`config.mk`:
```
export PLATFORM = sky130hd
export DESIGN_NAME = img_byte_loader_flat
export DESIGN_NICKNAME = d
export VERILOG_FILES = /design/src/rtl/img_byte_loader_if.sv /design/src/rtl/img_byte_loader.sv /design/src/flat_wrapper.sv
export SDC_FILE = /design/constraint.sdc
export NUM_CORES = 1
export LEC_CHECK = 0
export CORE_AREA = 8 8 305 307
export DETAILED_ROUTE_END_ITERATION = 12
export DIE_AREA = 0 0 313 315
export GPL_ROUTABILITY_DRIVEN = 1
export PLACE_DENSITY = 0.64
export SLEW_MARGIN = 20
export SYNTH_ARGS = -nofsm -noshare
export SYNTH_HDL_FRONTEND = slang
export SYNTH_SLANG_ARGS = --single-unit
```
`constraint.sdc`:
```
create_clock -name clk -period 6.98 [get_ports clk]
set_input_delay 1.047 -clock clk [delete_from_list [all_inputs] [get_ports clk]]
set_output_delay 1.047 -clock clk [all_outputs]
set_load 0.05 [all_outputs]
```
`src/rtl/img_byte_loader_if.sv`:
```
// Byte-stream and image handshake bundle between host, img_byte_loader and the BNN classifier.
interface img_byte_loader_if #(
   parameter int unsigned IMG_PIXELS = 784
);
   logic [7:0]            in_data;
   logic                  in_valid;
   logic                  in_ready;
   logic [IMG_PIXELS-1:0] img_out;
   logic                  image_valid;
   logic                  img_ack;

   modport master (
      output in_data, in_valid, img_ack,
      input  in_ready, img_out, image_valid
   );

   modport slave (
      input  in_data, in_valid, img_ack,
      output in_ready, img_out, image_valid
   );
endinterface

```
`src/rtl/img_byte_loader.sv`:
```
// Unpacks a host byte stream into a held binary image for the BNN classifier.
// Optional trailing XOR check byte enabled by defining IMG_CHECKSUM_EN.
module img_byte_loader #(
   parameter  int unsigned IMG_PIXELS    = 784,
   localparam int unsigned BYTES_PER_IMG = IMG_PIXELS / 8,
   localparam int unsigned CNT_W         = 7
) (
   input  logic               clk,
   input  logic               rst_n,
   img_byte_loader_if.slave   bus,
   input  logic               clear,
   output logic [CNT_W-1:0]   byte_count,
   output logic               overrun,
   output logic               checksum_err
);

   localparam logic [CNT_W-1:0] LAST_BYTE = CNT_W'(BYTES_PER_IMG - 1);
   localparam int unsigned      IDX_W     = CNT_W + 3;

   typedef enum logic [1:0] {
      S_FILL  = 2'd0,
      S_FULL  = 2'd1
`ifdef IMG_CHECKSUM_EN
      ,S_CHECK = 2'd2
`endif
   } state_t;

   state_t                state_q, state_nxt;
   logic [CNT_W-1:0]      cnt_q, cnt_nxt;
   logic                  ready_q, ready_nxt;
   logic                  valid_q, valid_nxt;
   logic                  overrun_q, overrun_nxt;
   logic                  wr_en;
   logic                  accept;
   logic [IMG_PIXELS-1:0] img_q;
`ifdef IMG_CHECKSUM_EN
   logic [7:0]            xor_q, xor_nxt;
   logic                  err_q, err_nxt;
`endif

   // MSB of a byte lands on the lowest pixel index of its slot
   function automatic logic [7:0] bit_rev(input logic [7:0] b);
      logic [7:0] r;
      for (int i = 0; i < 8; i++) r[i] = b[7-i];
      return r;
   endfunction

   assign accept = bus.in_valid && ready_q;

   always_comb begin
      state_nxt   = state_q;
      cnt_nxt     = cnt_q;
      ready_nxt   = ready_q;
      valid_nxt   = valid_q;
      overrun_nxt = overrun_q;
      wr_en       = 1'b0;
`ifdef IMG_CHECKSUM_EN
      xor_nxt     = xor_q;
      err_nxt     = 1'b0;
`endif
      if (clear) begin
         state_nxt   = S_FILL;
         cnt_nxt     = '0;
         ready_nxt   = 1'b1;
         valid_nxt   = 1'b0;
         overrun_nxt = 1'b0;
`ifdef IMG_CHECKSUM_EN
         xor_nxt     = '0;
`endif
      end else begin
         if (bus.in_valid && !ready_q) overrun_nxt = 1'b1;
         case (state_q)
            S_FILL: begin
               if (accept) begin
                  wr_en = 1'b1;
`ifdef IMG_CHECKSUM_EN
                  xor_nxt = xor_q ^ bus.in_data;
`endif
                  if (cnt_q == LAST_BYTE) begin
                     cnt_nxt = '0;
`ifdef IMG_CHECKSUM_EN
                     state_nxt = S_CHECK;
`else
                     state_nxt = S_FULL;
                     ready_nxt = 1'b0;
                     valid_nxt = 1'b1;
`endif
                  end else begin
                     cnt_nxt = cnt_q + CNT_W'(1);
                  end
               end
            end
            S_FULL: begin
               if (bus.img_ack) begin
                  state_nxt = S_FILL;
                  ready_nxt = 1'b1;
                  valid_nxt = 1'b0;
               end
            end
`ifdef IMG_CHECKSUM_EN
            // Check byte: release the image on match, drop it on mismatch
            S_CHECK: begin
               if (accept) begin
                  xor_nxt = '0;
                  if (bus.in_data == xor_q) begin
                     state_nxt = S_FULL;
                     ready_nxt = 1'b0;
                     valid_nxt = 1'b1;
                  end else begin
                     state_nxt = S_FILL;
                     err_nxt   = 1'b1;
                  end
               end
            end
`endif
            default: begin
               state_nxt = S_FILL;
               cnt_nxt   = '0;
               ready_nxt = 1'b1;
               valid_nxt = 1'b0;
            end
         endcase
      end
   end

   always_ff @(posedge clk or negedge rst_n) begin
      if (!rst_n) begin
         state_q   <= S_FILL;
         cnt_q     <= '0;
         ready_q   <= 1'b1;
         valid_q   <= 1'b0;
         overrun_q <= 1'b0;
`ifdef IMG_CHECKSUM_EN
         xor_q     <= '0;
         err_q     <= 1'b0;
`endif
      end else begin
         state_q   <= state_nxt;
         cnt_q     <= cnt_nxt;
         ready_q   <= ready_nxt;
         valid_q   <= valid_nxt;
         overrun_q <= overrun_nxt;
`ifdef IMG_CHECKSUM_EN
         xor_q     <= xor_nxt;
         err_q     <= err_nxt;
`endif
      end
   end

   // Pixel store: only the slot addressed by the current byte count is written
   always_ff @(posedge clk or negedge rst_n) begin
      if (!rst_n) begin
         img_q <= '0;
      end else if (wr_en) begin
         img_q[IDX_W'({cnt_q, 3'b000}) +: 8] <= bit_rev(bus.in_data);
      end
   end

   assign bus.in_ready    = ready_q;
   assign bus.image_valid = valid_q;
   assign bus.img_out     = img_q;
   assign byte_count      = cnt_q;
   assign overrun         = overrun_q;
`ifdef IMG_CHECKSUM_EN
   assign checksum_err    = err_q;
`else
   assign checksum_err    = 1'b0;
`endif

endmodule

```
`src/flat_wrapper.sv`:
```
// flat-port wrapper written by rule: the top's interface ports become plain ports
module img_byte_loader_flat 
#(
   parameter  int unsigned IMG_PIXELS    = 784,
   localparam int unsigned BYTES_PER_IMG = IMG_PIXELS / 8,
   localparam int unsigned CNT_W         = 7
)
  (clk, rst_n, clear, byte_count, overrun, checksum_err, bus_in_data, bus_in_valid, bus_img_ack, bus_in_ready, bus_img_out, bus_image_valid);
  img_byte_loader_if #(.IMG_PIXELS(IMG_PIXELS)) bus_i ();
  input  logic clk;
  input  logic rst_n;
  input  logic clear;
  output logic [CNT_W-1:0] byte_count;
  output logic overrun;
  output logic checksum_err;
  input wire logic [$bits(bus_i.in_data)-1:0] bus_in_data;
  input wire logic [$bits(bus_i.in_valid)-1:0] bus_in_valid;
  input wire logic [$bits(bus_i.img_ack)-1:0] bus_img_ack;
  output wire logic [$bits(bus_i.in_ready)-1:0] bus_in_ready;
  output wire logic [$bits(bus_i.img_out)-1:0] bus_img_out;
  output wire logic [$bits(bus_i.image_valid)-1:0] bus_image_valid;
  assign bus_i.in_data = bus_in_data;
  assign bus_i.in_valid = bus_in_valid;
  assign bus_i.img_ack = bus_img_ack;
  assign bus_in_ready = bus_i.in_ready;
  assign bus_img_out = bus_i.img_out;
  assign bus_image_valid = bus_i.image_valid;
  img_byte_loader #(.IMG_PIXELS(IMG_PIXELS)) u_core (.clk(clk), .rst_n(rst_n), .bus(bus_i), .clear(clear), .byte_count(byte_count), .overrun(overrun), .checksum_err(checksum_err));
endmodule
```
## Word-level counts from Yosys, hierarchy flattened

Cells that the tools add are included.
Widths: inputs -> output; s select.

| word-level totals | value |
|---|---|
| flip-flop bits (word level) | 796 |
| input port bits | 13 |
| output and inout bits | 795 |
| logic and storage cells | 48 |

| operators by class | value |
|---|---|
| add/sub/neg operators | 2 |
| equal/unequal tests | 6 |
| shifts and indexed selects | 2 |
| mux-type cells | 25 |
| reductions and logical operators | 7 |

Operator list:

| cell | count |
|---|---|
| $bwmux 784 | 1 |
| $shift 8x12->784 const A | 1 |
| $shiftx 8x12->784 | 1 |
| $mux 7 | 3 |
| $pmux 7 s2 | 1 |
| $mux 1 | 13 |
| $neg 10->12 | 1 |
| $mux 2 | 4 |
| $add 7x1->7 const B | 1 |
| $eq 7x7->1 const B | 1 |
| $ne 3x2->1 const B | 2 |
| $pmux 1 s2 | 2 |
| $pmux 2 s2 | 1 |
| $ne 3x3->1 const B | 1 |
| $reduce_and 3->1 | 1 |
| $eq 2x1->1 const B | 1 |
| $logic_and 1x1->1 | 2 |
| $logic_not 2->1 | 1 |
| $ne 2x2->1 const B | 1 |
| $reduce_and 2->1 | 1 |
| $reduce_bool 2->1 | 1 |
| $logic_not 1->1 | 1 |

## Logic depth before layout (Yosys ltp)

Gate-level depths: netlist of run 1.

| depth | value |
|---|---|
| depth after elaboration | 5 |
| mapped depth | 12 |
| mapped depth without buffers | 7 |

## Worst setup path after synthesis of run 1

Ideal clock, no wire load.

| timing path | value |
|---|---|
| path kind | register to register |
| start | register u_core.cnt_q[0] (netlist: u_core.byte_count[0]) |
| end | register u_core.img_q[32] (netlist: u_core.bus.img_out[32]) |
| setup time | 125 ps |
| arrival | 3392 ps |
| required time | 6855 ps |
| setup slack | 3464 ps |
| cell stages (with the launch flop) | 12 |
| buffers on the path | 4 |
| clock period less this slack | 3516 ps |
| cells stage by stage | dfrtp_1 > clkbuf_1 > inv_1 > ha_1 > clkbuf_1 > nor3b_1 > xnor2_1 > or4b_1 > buf_2 > buf_6 > a211oi_4 > mux2_2 |

| between the ends | value |
|---|---|
| word-level cells in the longest chain between the ends | 3 |
| elaborated cells on any way between the ends | 4 |
| those cells by class | 1 x add/sub; 2 x shift; 1 x mux |

Ends and longest elaborated chain:

| element | RTL line | RTL |
|---|---|---|
| start: declaration | img_byte_loader.sv:29 | `logic [CNT_W-1:0] cnt_q, cnt_nxt;` |
| start signal: assignment | img_byte_loader.sv:139 | `cnt_q <= cnt_nxt;` |
| $neg 10->12 (*) | img_byte_loader.sv:155 | `img_q[IDX_W'({cnt_q, 3'b000}) +: 8] <= bit_rev(bus.in_data);` |
| $shiftx 8x12->784 / $shift 8x12->784 (equally long branches) | img_byte_loader.sv:155 |  |
| $bwmux 784 (*) | img_byte_loader.sv:155 |  |
| end signal: indexed assignment | img_byte_loader.sv:155 |  |
| end: declaration | img_byte_loader.sv:35 | `logic [IMG_PIXELS-1:0] img_q;` |

Every way passes the cells marked *; elsewhere a longest branch is shown, timed or not.
A chain may end at the register's enable or synchronous reset.

## Worst setup path in the final report of run 1

| timing path | value |
|---|---|
| start | register u_core.cnt_q[0] (netlist: u_core.byte_count[0]) |
| end | register u_core.img_q[783] (netlist: u_core.bus.img_out[783]) |

Same word-level chain as after synthesis.

==> results of run 1 <==
[critical path: cells and delay by family (launching register included)]
kind,cells,cell delay (ns)
buffers and inverters,1,0.18
muxes,1,0.50
adders and majority gates,1,0.63
and+or+nand+nor,4,2.45
DFF,1,0.59
[per-stage QoR]
stage                     hold WS (ns)  util [%]  std cells  setup slack, ns
after CTS                        0.478      51.0       4401             2.61
after floorplan                  0.713         -       2379             3.46
after global routing             0.280      51.0       4402             2.37
final                            0.289      51.0       4406             2.48
after global placement           0.459      47.5       4245             2.13
after detailed placement         0.465      47.5       4246             2.05
[final timing paths]
check / to / from / slack, ns / cells after the start
setup / recovery: u_core.bus.img_out[783]$_DFFE_PN0P_ / u_core.byte_count[0]$_DFFE_PN0P_ / 2.48 / 7
hold / removal: u_core.bus.img_out[134]$_DFFE_PN0P_ / rst_n / 0.29 / 1
setup reg to reg: u_core.bus.img_out[783]$_DFFE_PN0P_ / u_core.byte_count[0]$_DFFE_PN0P_ / 2.48 / 7
hold reg to reg: u_core.bus.img_out[305]$_DFFE_PN0P_ / u_core.bus.img_out[305]$_DFFE_PN0P_ / 0.47 / 2
max in group asynchronous: u_core.bus.img_out[311]$_DFFE_PN0P_ / rst_n / 4.82 / 3
min in group clk: u_core.bus.img_out[305]$_DFFE_PN0P_ / u_core.bus.img_out[305]$_DFFE_PN0P_ / 0.47 / 2
[state kept, by name (all words and copies together) (netlist names)]
register and cells:
u_core.bus.img_out 784, u_core.bus.in_ready 1, u_core.byte_count 7, u_core.overrun 1
u_core.state_q 1
[cells by family after synthesis]
logic type	synth area share, %
other	0.0116
XOR/XNOR	0.378
AND/OR/NAND/NOR	7.20
flip-flops	61.2
buffers and inverters	2.49
adder cells (fa/ha/maj)	0.193
AO/OA/AOI/OAI	3.89
multiplexers	24.6
[per-layer routing]
layer,track usage (%),vias to the layer above,part of all wire [%]
li1,-,9905,-
met1,29.1,12000,38
met2,43.2,766,50
met3,7.92,208,8.0
met4,10.0,0,4.1
met5,0,-,0
[power by group]
| group | internal (uW) | switching [uW] | total [uW] |
|---|---|---|---|
| Clock | 2890 | 1930 | 4820 |
| Combinational | 236 | 695 | 931 |
| Sequential | 4680 | 46.4 | 4720 |
| Total | 7800 | 2670 | 10500 |
[area by class of cell]
| class | count | area share (%) |
|---|---|---|
| flip-flops and latches | 794 | 44.3 |
| multi-input cells | 1386 | 26.5 |
| repair buffers | 840 | 18.6 |
| clock buffers | 123 | 5.74 |
| well taps | 1165 | 3.25 |
| clock inverters | 32 | 1.06 |
| inverters | 62 | 0.518 |
| diodes | 4 | 0.0223 |
[synth_stat cells (all sizes together), types with 5 or more instances]
cell type	number	area share, %
dfrtp	793	61
mux2	661	23
nor2	219	2.6
nand2	108	1.2
clkbuf	96	1.1
o31ai	63	1.5
inv	62	0.72
mux2i	55	1.7
o21ai	43	0.67
buf	41	0.66
or2	27	0.52
nor3	24	0.45
a21oi	23	0.74
nand4	15	0.35
nand3	14	0.23
and2	12	0.23
xnor2	12	0.32
and3	11	0.21
nor2b	11	0.21
nand2b	9	0.17
nand3b	7	0.16
or3b	7	0.19
o2111ai	6	0.16
ha	5	0.19
nor4	5	0.12
o41ai	5	0.13
==> impl_results.md, run 1 <==
- Run status: finished clean
- Multi-input gate area: approximately 12000 um^2
- Maxcap violations: 0
- Fillcell total: between 7000 and 8000
- Hpwl dp: 96200 um
- Leakage: 0.0211 uW
- Vias per cell: about 5.2
- Seq. cell area: a little under 20000 um^2
- PwrDens: roughly 230 nW/um^2
- Max stage delay on crit path: 0.69 ns
- Core Area: between 80000 and 90000 um^2
- Primary FF master, synth: dfrtp_1
- Post-route cell area: ~45000 um^2
- Post-synth EDFFs: 0
- Most common cell after layout, fill and taps aside: clkdlybuf4s50_1
- Die height: around 320 um
- DR DRC count: 0
- DR vias: about 23000
- Max Fclk: between 200 and 250 MHz
- Initial core utilization: between 30% and 40%
- Clk_lat worst skew: around 0.64 ns
- Crit-path max FO: 21
- Placed cell areas: 41800 um^2
- H-tree depth: 3
- Max Clock Skew: roughly 0.029 ns
- Worst Hold Class: input port to asynchronous set/reset pin
- CTS tree: built
- Site row count: 109
- CTS root buffer: clkbuf_16
- Period utilization: 64.5%
- Post-route ant nets: 0
- Vias in the first global route: ~25000
- Most frequent cells in the layout: clkdlybuf4s50_1 (797), dfrtp_1 (793), mux2_2 (657), nor2_1 (209), nand2_1 (108)
- I/O pin count: ~800
- Post-Route WL: 129000 um
- Worst Setup End Kind: flip-flop
- Layout cells sized above 1: roughly 29%
- Arrival time at the worst endpoint: around 5.0 ns
- Largest net degree at the start of global routing: around 180
- Post-synth net total: about 2400
- CTS Sinks: between 700 and 800
- CTS Hold Bufs: 0
- Register bit total from synthesis: approximately 790
- Syn Std Cell Area: between 30000 and 40000 um^2
- Endpoints failing hold: 0
- Final nets: roughly 3200
- Worst Max-Slew Pin Slew: ~1.2 ns
- First-pass GRT wire length: approximately 180000 um
- Pins over their slew limit: 0
- Tmin final: roughly 4.5 ns
- DR iter-0 viols: about 1400
- Crit Path Category: flip-flop to flip-flop
- Syn Inst Count: approximately 2400
- Final setup TNS: 0 ns
- Syn_area_per_cell: between 10 and 15 um^2
- Crit start category: flip-flop
- Final setup viols: 0
- WL per Instance: between 20 and 30 um
- Rel. slew slack: between 20 and 25%
- Num CTS Buffers: between 80 and 90
- Post-CTS setup buffer count: 0
- Antenna violations before repair: 5
- Synth async-reset ratio: 100%
- Sequential share of the synthesized area: between 60% and 70%
- Yosys cell types: 76
- Crit-path most repeated cell: nand3_1
- RSZ-0062 raised after global routing: no
- PostCTS Resize Cnt: 0
- CP required: 7.48 ns
- CP cell instances: inv_1, ha_1, nor4b_4, nand3_1, nand2_1, nand3_1, mux2_2
- Die ar.: just under 100000 um^2
- Area Overhead vs Synth: 38.3%
- Port bufs: 806
- First-pass detailed-route iteration total: 7
- Yosys warns: 0
- Final Power: 10500 uW
- Critical-path top delay cell: nand3_1
- Peak supply drop: 0.246 mV
- GRT Util Overall: 25.1%
- Overflow after GRT: 0
- Placer Congestion: ~0.9
- Clock buffer depth: 3
- DIE WIDTH: 313 um
- Clock-pin slew on the worst setup and hold paths: roughly 0.060 ns
No activity file was read; power rests on OpenSTA's default activity.
==> run 2, diff against run 1 <==
--- a/config.mk
+++ b/config.mk
@@ -5,9 +5,9 @@
 export SDC_FILE = /design/constraint.sdc
 export NUM_CORES = 1
 export LEC_CHECK = 0
-export CORE_AREA = 8 8 305 307
+export CORE_AREA = 8 8 312 314
 export DETAILED_ROUTE_END_ITERATION = 12
-export DIE_AREA = 0 0 313 315
+export DIE_AREA = 0 0 320 322
 export GPL_ROUTABILITY_DRIVEN = 1
 export PLACE_DENSITY = 0.64
 export SLEW_MARGIN = 20
==> constraint.sdc (replaced) <==
create_clock -name clk -period 3.66 [get_ports clk]
set_input_delay 0.549 -clock clk [delete_from_list [all_inputs] [get_ports clk]]
set_output_delay 0.549 -clock clk [all_outputs]
set_load 0.05 [all_outputs]
==> impl_results.md, run 2 (synthesis results as in run 1) <==
- Pins over their slew limit: 0 (unchanged)
- Final setup TNS: 0 ns (unchanged)
- Vias per cell: 5.15 (-0.63%)
- Peak supply drop: 0.372 mV (+51%)
- Hold path start: bus_in_data[5]
- CTS root buffer: clkbuf_16
- Clock-pin slew on the worst setup and hold paths: 0.06 ns (about the same)
- Fin util: 49.4% (-1.7 points)
- Post-route ant nets: 0 (unchanged)
- Crit path max-delay family: simple AND/OR/NAND/NOR gates
- Maxcap violations: 0 (unchanged)
- Clk_lat worst skew: 0.65 ns (about the same)
- Hpwl dp: 99100 um (+3.0%)
- RSZ-0062 raised after global routing: no
- PwrDens: 446 nW/um^2 (+91%)
- Antenna violations before repair: 5 (unchanged)
- Initial core utilization: 35.1% (-1.8 points)
- Overflow after GRT: 0 (unchanged)
- Final setup viols: 0 (unchanged)
- Crit start category: flip-flop
- Min Hold Slack: 0.434 ns (+0.145 ns)
- Max Clock Skew: 0.0260 ns (-0.00312 ns)
- M2 GR Usage: 42.4% (-0.81 points)
- Post-route cell area: 45700 um^2 (+1.7%)
- Most frequent cells in the layout: clkdlybuf4s50_1 (797), dfrtp_1 (793), mux2_2 (657), nor2_1 (209), nand2_1 (108)
- DR vias: 23300 (+2.0%)
- Largest net degree at the start of global routing: 88 (-50%)
- Die ar.: 103000 um^2 (+4.5%)
- Die height: 322 um (+2.2%)
- Reg-to-reg startpoint: u_core.byte_count[0]$_DFFE_PN0P_
- DR iter-0 viols: 1552 (+9.6%)
- Area Overhead vs Synth: 40.7%
- WP depth: 8 (+1)
- DR DRC count: 0 (unchanged)
- CP required: 4.20 ns (-3.28 ns)
- Run status: finished clean
- Max reg flops: 784 (unchanged)
- Period utilization: 93.6% (+29 points)
- Port bufs: 806 (unchanged)
- GRT busiest layer: met2
- H-tree depth: 3 (unchanged)
- Worst Hold Class: input port to flip-flop
- Core Area: 92500 um^2 (+5.1%)
- WL per Instance: 29.1 um (-0.31%)
- Final nets: 3269 (+2.5%)
- Clock buffer depth: 3 (unchanged)
- Placer Congestion: 0.879 (+0.50%)
- Vias in the first global route: 24100 (-1.7%)
- Critical-path top delay cell: or4b_2
- Rel. slew slack: 33.1% (+13 points)
- Endpoints failing hold: 0 (unchanged)
- CTS tree: built
- Worst Max-Slew Pin Slew: 1.00 ns (-0.191 ns)
- First-pass detailed-route iteration total: 6 (-1)
- Post-Route WL: 132000 um (+2.4%)
- Worst Hold Depth: 2
- Fillcell total: 8219 (+8.7%)
- Placed cell areas: 42500 um^2 (+1.7%)
- Met1 global-route usage: 29.8% (+0.74 points)
- Leakage: 0.0216 uW (+2.3%)
- Post-CTS setup buffer count: 0 (unchanged)
- Worst Setup End Kind: flip-flop
- R2R cell count: 8 (+1)
- I/O pin count: 808 (unchanged)
- Crit Path Category: flip-flop to flip-flop
- Max Fclk: 292 MHz (+31%)
- CP bufs+invs: 2 (+1)
- Max stage delay on crit path: 0.64 ns (-0.05 ns)
- Most common cell after layout, fill and taps aside: clkdlybuf4s50_1
- Seq. cell area: 19900 um^2 (unchanged)
- Tmin final: 3.42 ns (-1.08 ns)
- Num CTS Buffers: 87 (-1.1%)
- CTS Sinks: 794 (unchanged)
- Layout cells sized above 1: 30.7% (+2.1 points)
- Crit-path max FO: 9 (-57%)
- PostCTS Resize Cnt: 0 (unchanged)
- DIE WIDTH: 320 um (+2.2%)
- GRT Util Overall: 24.7% (-0.38 points)
- CP Launch Point: u_core.byte_count[0]$_DFFE_PN0P_
- Final Power: 20400 uW (+94%)
- First-pass GRT wire length: 185000 um (+1.9%)
- Arrival time at the worst endpoint: 3.96 ns (-1.04 ns)
- Met3 usage: 7.08% (-0.84 points)
- CP cell instances: inv_1, ha_1, or4b_2, buf_4, o21ai_2, nand2_1, nand3b_1, mux2_2
- Site row count: 112 (+2.8%)
- Multi-input gate area: 11900 um^2 (about the same)
## run 2: layout make-up
| class | instances | share of cell area [%] |
|---|---|---|
| Sequential cell | 794 | 43.5 |
| Multi-Input combinational cell | 1386 | 26.1 |
| Timing Repair Buffer | 920 | 19.7 |
| Clock buffer | 121 | 5.78 |
| Tap cell | 1197 | 3.28 |
| Clock inverter | 41 | 1.08 |
| Inverter | 62 | 0.510 |
| Antenna cell | 3 | 0.0164 |
## run 2: worst paths after layout
check / to / slack (ns)
setup / recovery: u_core.bus.img_out[740]$_DFFE_PN0P_ / 0.24
max in group asynchronous: u_core.bus.img_out[379]$_DFFE_PN0P_ / 2.05
setup reg to reg: u_core.bus.img_out[740]$_DFFE_PN0P_ / 0.24
hold / removal: u_core.bus.img_out[674]$_DFFE_PN0P_ / 0.43
hold reg to reg: u_core.bus.img_out[347]$_DFFE_PN0P_ / 0.48
min in group asynchronous: u_core.bus.img_out[646]$_DFFE_PN0P_ / 0.51
## run 2: where the power goes
group	internal, uW	switching (uW)	total, uW
clock network	5760	3740	9500
logic	503	1370	1870
registers	8920	72.4	8990
total	15200	5180	20400
## run 2: what timing repair did
action                                  CTS  global route
endpoints found under the setup margin    0             0
hold endpoints to repair                 45             0
hold buffers                              1             0
## run 2: stage by stage
step	worst slack [ns]	cells
2_1_floorplan	0.144	2379
3_3_place_gp	-0.101	4358
3_5_place_dp	-0.184	4358
4_1_cts	0.245	4521
5_1_grt	0.0606	4522
6_report	0.236	4524
## run 2: metal layers
| metal | routed length, um | vias to the layer above |
|---|---|---|
| met4 | 4230 | 0 |
| met3 | 9570 | 176 |
| met5 | 0 | - |
| met2 | 65700 | 840 |
| li1 | - | 10100 |
| met1 | 52000 | 12200 |
==> run 3, diff against run 2 <==
--- a/config.mk
+++ b/config.mk
@@ -5,11 +5,13 @@
 export SDC_FILE = /design/constraint.sdc
 export NUM_CORES = 1
 export LEC_CHECK = 0
-export CORE_AREA = 8 8 312 314
+export CELL_PAD_IN_SITES_DETAIL_PLACEMENT = 0
+export CELL_PAD_IN_SITES_GLOBAL_PLACEMENT = 1
+export CORE_MARGIN = 8
+export CORE_UTILIZATION = 36
 export DETAILED_ROUTE_END_ITERATION = 12
-export DIE_AREA = 0 0 320 322
 export GPL_ROUTABILITY_DRIVEN = 1
-export PLACE_DENSITY = 0.64
+export PLACE_DENSITY = 0.78
 export SLEW_MARGIN = 20
 export SYNTH_ARGS = -nofsm -noshare
 export SYNTH_HDL_FRONTEND = slang
==> constraint.sdc (replaced) <==
create_clock -name clk -period 3 [get_ports clk]
set_input_delay 0.45 -clock clk [delete_from_list [all_inputs] [get_ports clk]]
set_output_delay 0.45 -clock clk [all_outputs]
set_load 0.05 [all_outputs]
==> impl_results.md, run 3 (synthesis results as in run 1) <==
- Placer Congestion: 0.844 (-4.0%)
- Post-CTS setup buffer count: 0 (unchanged)
- Maxcap violations: 0 (unchanged)
- Worst Hold Class: input port to asynchronous set/reset pin
- Num CTS Buffers: 87 (unchanged)
- Fillcell total: 7707 (-6.2%)
- Crit start category: flip-flop
- Layout cells sized above 1: 32.2% (+1.5 points)
- Most frequent cells in the layout: clkdlybuf4s50_1 (797), dfrtp_1 (791), mux2_2 (656), nor2_1 (209), buf_4 (154)
- Rel. slew slack: 31.1% (-2.0 points)
- Port bufs: 806 (unchanged)
- Final setup viols: 0 (unchanged)
- Hpwl dp: 93800 um (-5.3%)
- Vias in the first global route: 24400 (+1.2%)
- Crit-path max FO: 8 (-1)
- First-pass detailed-route iteration total: 5 (-1)
- Initial core utilization: 36.2% (+1.1 points)
- Crit-path most repeated cell: buf_4
- Largest net degree at the start of global routing: 85 (-3.4%)
- Run status: finished clean
- CTS tree: built
- Final setup margin: 0.0678 ns (-0.168 ns)
- Final std cells w/o fill: 4582 (+1.3%)
- Site row count: 110 (-1.8%)
- Multi-input gate area: 12000 um^2 (+0.65%)
- Die height: 316 um (-1.8%)
- Clk_lat worst skew: 0.66 ns (about the same)
- Worst Max-Slew Pin Slew: 1.03 ns (+0.0284 ns)
- GRT Util Overall: 24.2% (-0.57 points)
- Area Overhead vs Synth: 43.4%
- Max Fclk: 341 MHz (+17%)
- Pins over their slew limit: 0 (unchanged)
- Post-route cell area: 46500 um^2 (+1.9%)
- Seq. cell area: 19900 um^2 (about the same)
- Max stage delay on crit path: 0.67 ns (+0.03 ns)
- Final nets: 3353 (+2.6%)
- Most common cell after layout, fill and taps aside: clkdlybuf4s50_1
- DR DRC count: 0 (unchanged)
- Post-Route WL: 125000 um (-5.1%)
- Final setup TNS: 0 ns (unchanged)
- DR iter-0 viols: 1638 (+5.5%)
- Endpoints failing hold: 0 (unchanged)
- Period utilization: 97.7% (+4.2 points)
- Tmin final: 2.93 ns (-0.492 ns)
- Arrival time at the worst endpoint: 3.45 ns (-0.51 ns)
- CTS root buffer: clkbuf_16
- Clock-pin slew on the worst setup and hold paths: 0.06 ns (about the same)
- H-tree depth: 3 (unchanged)
- Placed cell areas: 43500 um^2 (+2.5%)
- Post-route ant nets: 0 (unchanged)
- Peak supply drop: 0.525 mV (+41%)
- Max reg flops: 784 (unchanged)
- CP cell instances: or3_1, nor3_1, buf_4, or4b_2, buf_4, or2_2, mux2_2
- DR vias: 23200 (-0.31%)
- Vias per cell: 5.07 (-1.6%)
- I/O pin count: 808 (unchanged)
- First-pass GRT wire length: 178000 um (-4.1%)
- DIE WIDTH: 316 um (-1.2%)
- Critical-path top delay cell: or4b_2
- CP required: 3.52 ns (-0.68 ns)
- Core Area: 89700 um^2 (-3.0%)
- Placed insts: 4421 (+1.4%)
- Clock buffer depth: 3 (unchanged)
- Max Clock Skew: 0.0251 ns (-0.000885 ns)
- Pre-CTS WS: -0.213 ns (-0.0286 ns)
- Die ar.: 100000 um^2 (-2.9%)
- Crit Path Category: flip-flop to flip-flop
- CTS Sinks: 794 (unchanged)
- Antenna violations before repair: 3 (-2)
- Worst Setup End Kind: flip-flop
- WL per Instance: 27.3 um (-6.3%)
- PwrDens: 521 nW/um^2 (+17%)
- Overflow after GRT: 0 (unchanged)
- Leakage: 0.0220 uW (+1.9%)
run 3: cell types whose count changed in the layout (fill, tap and decap cells not counted), moves of 3 or more:
cell       delta
bufinv_16     -5
inv_16        +3
clkinv_2     -10
buf_4        +51
buf_12       +31
clkbuf_1     +11
clkbuf_16     -3
run 3: per-stage QoR:
step / power, uW / hold slack, ns / utilization (%)
floorplan: 12300 / 0.154 / -
global placement: 13500 / 0.456 / 48.5
detailed placement: 13500 / 0.465 / 48.5
CTS: 24500 / 0.382 / 51.8
global route: 25000 / 0.400 / 51.9
finish: 24200 / 0.401 / 51.9
run 3: layer usage:
metal,vias up,part of all wire [%],wire length [um],global-route usage (%)
met5,-,0,0,0
met4,0,4.0,4950,8.36
li1,10200,-,-,-
met1,12000,39,49100,29.0
met2,776,50,61900,41.5
met3,215,7.1,8870,6.77
run 3: worst paths after layout:
path | start | slack [ns] | cells after the start | end
hold / removal | rst_n | 0.40 | 2 | u_core.bus.img_out[370]$_DFFE_PN0P_
max in group asynchronous | rst_n | 1.60 | 4 | u_core.bus.img_out[84]$_DFFE_PN0P_
min in group clk | clear | 0.42 | 2 | u_core.overrun$_DFFE_PN0P_
setup reg to reg | u_core.byte_count[2]$_DFFE_PN0P_ | 0.07 | 7 | u_core.bus.img_out[111]$_DFFE_PN0P_
hold reg to reg | u_core.bus.img_out[307]$_DFFE_PN0P_ | 0.48 | 2 | u_core.bus.img_out[307]$_DFFE_PN0P_
setup / recovery | u_core.byte_count[2]$_DFFE_PN0P_ | 0.07 | 7 | u_core.bus.img_out[111]$_DFFE_PN0P_
run 3: area by class of cell:
cell class	count	area share, %
Clock buffer	128	5.57
Inverter	62	0.500
Tap cell	1176	3.16
Multi-Input combinational cell	1386	25.7
Timing Repair Buffer	1004	21.6
Sequential cell	794	42.7
Antenna cell	5	0.0269
Clock inverter	27	0.710
run 3: what timing repair did:
| item | in CTS | in global routing |
|---|---|---|
| endpoints found under the setup margin | 56 | 40 |
| hold endpoints to repair | 47 | 0 |
| hold buffers | 1 | 0 |
| resized for setup | 5 | 4 |
run 3: worst max-delay path, delay by kind of cell, from the launching register on:
kind                   cells  cell delay (ns)
DFF                        1             0.55
buffers and inverters      2             0.41
and+or+nand+nor            4             1.55
muxes                      1             0.31
run 3: report_power, final:
part	total [uW]	switching, uW	leakage (uW)	internal [uW]
logic	2330	1660	0.00980	676
clock network	10900	4490	0.00144	6450
registers	11000	88.7	0.0108	10900
total	24200	6230	0.0220	18000
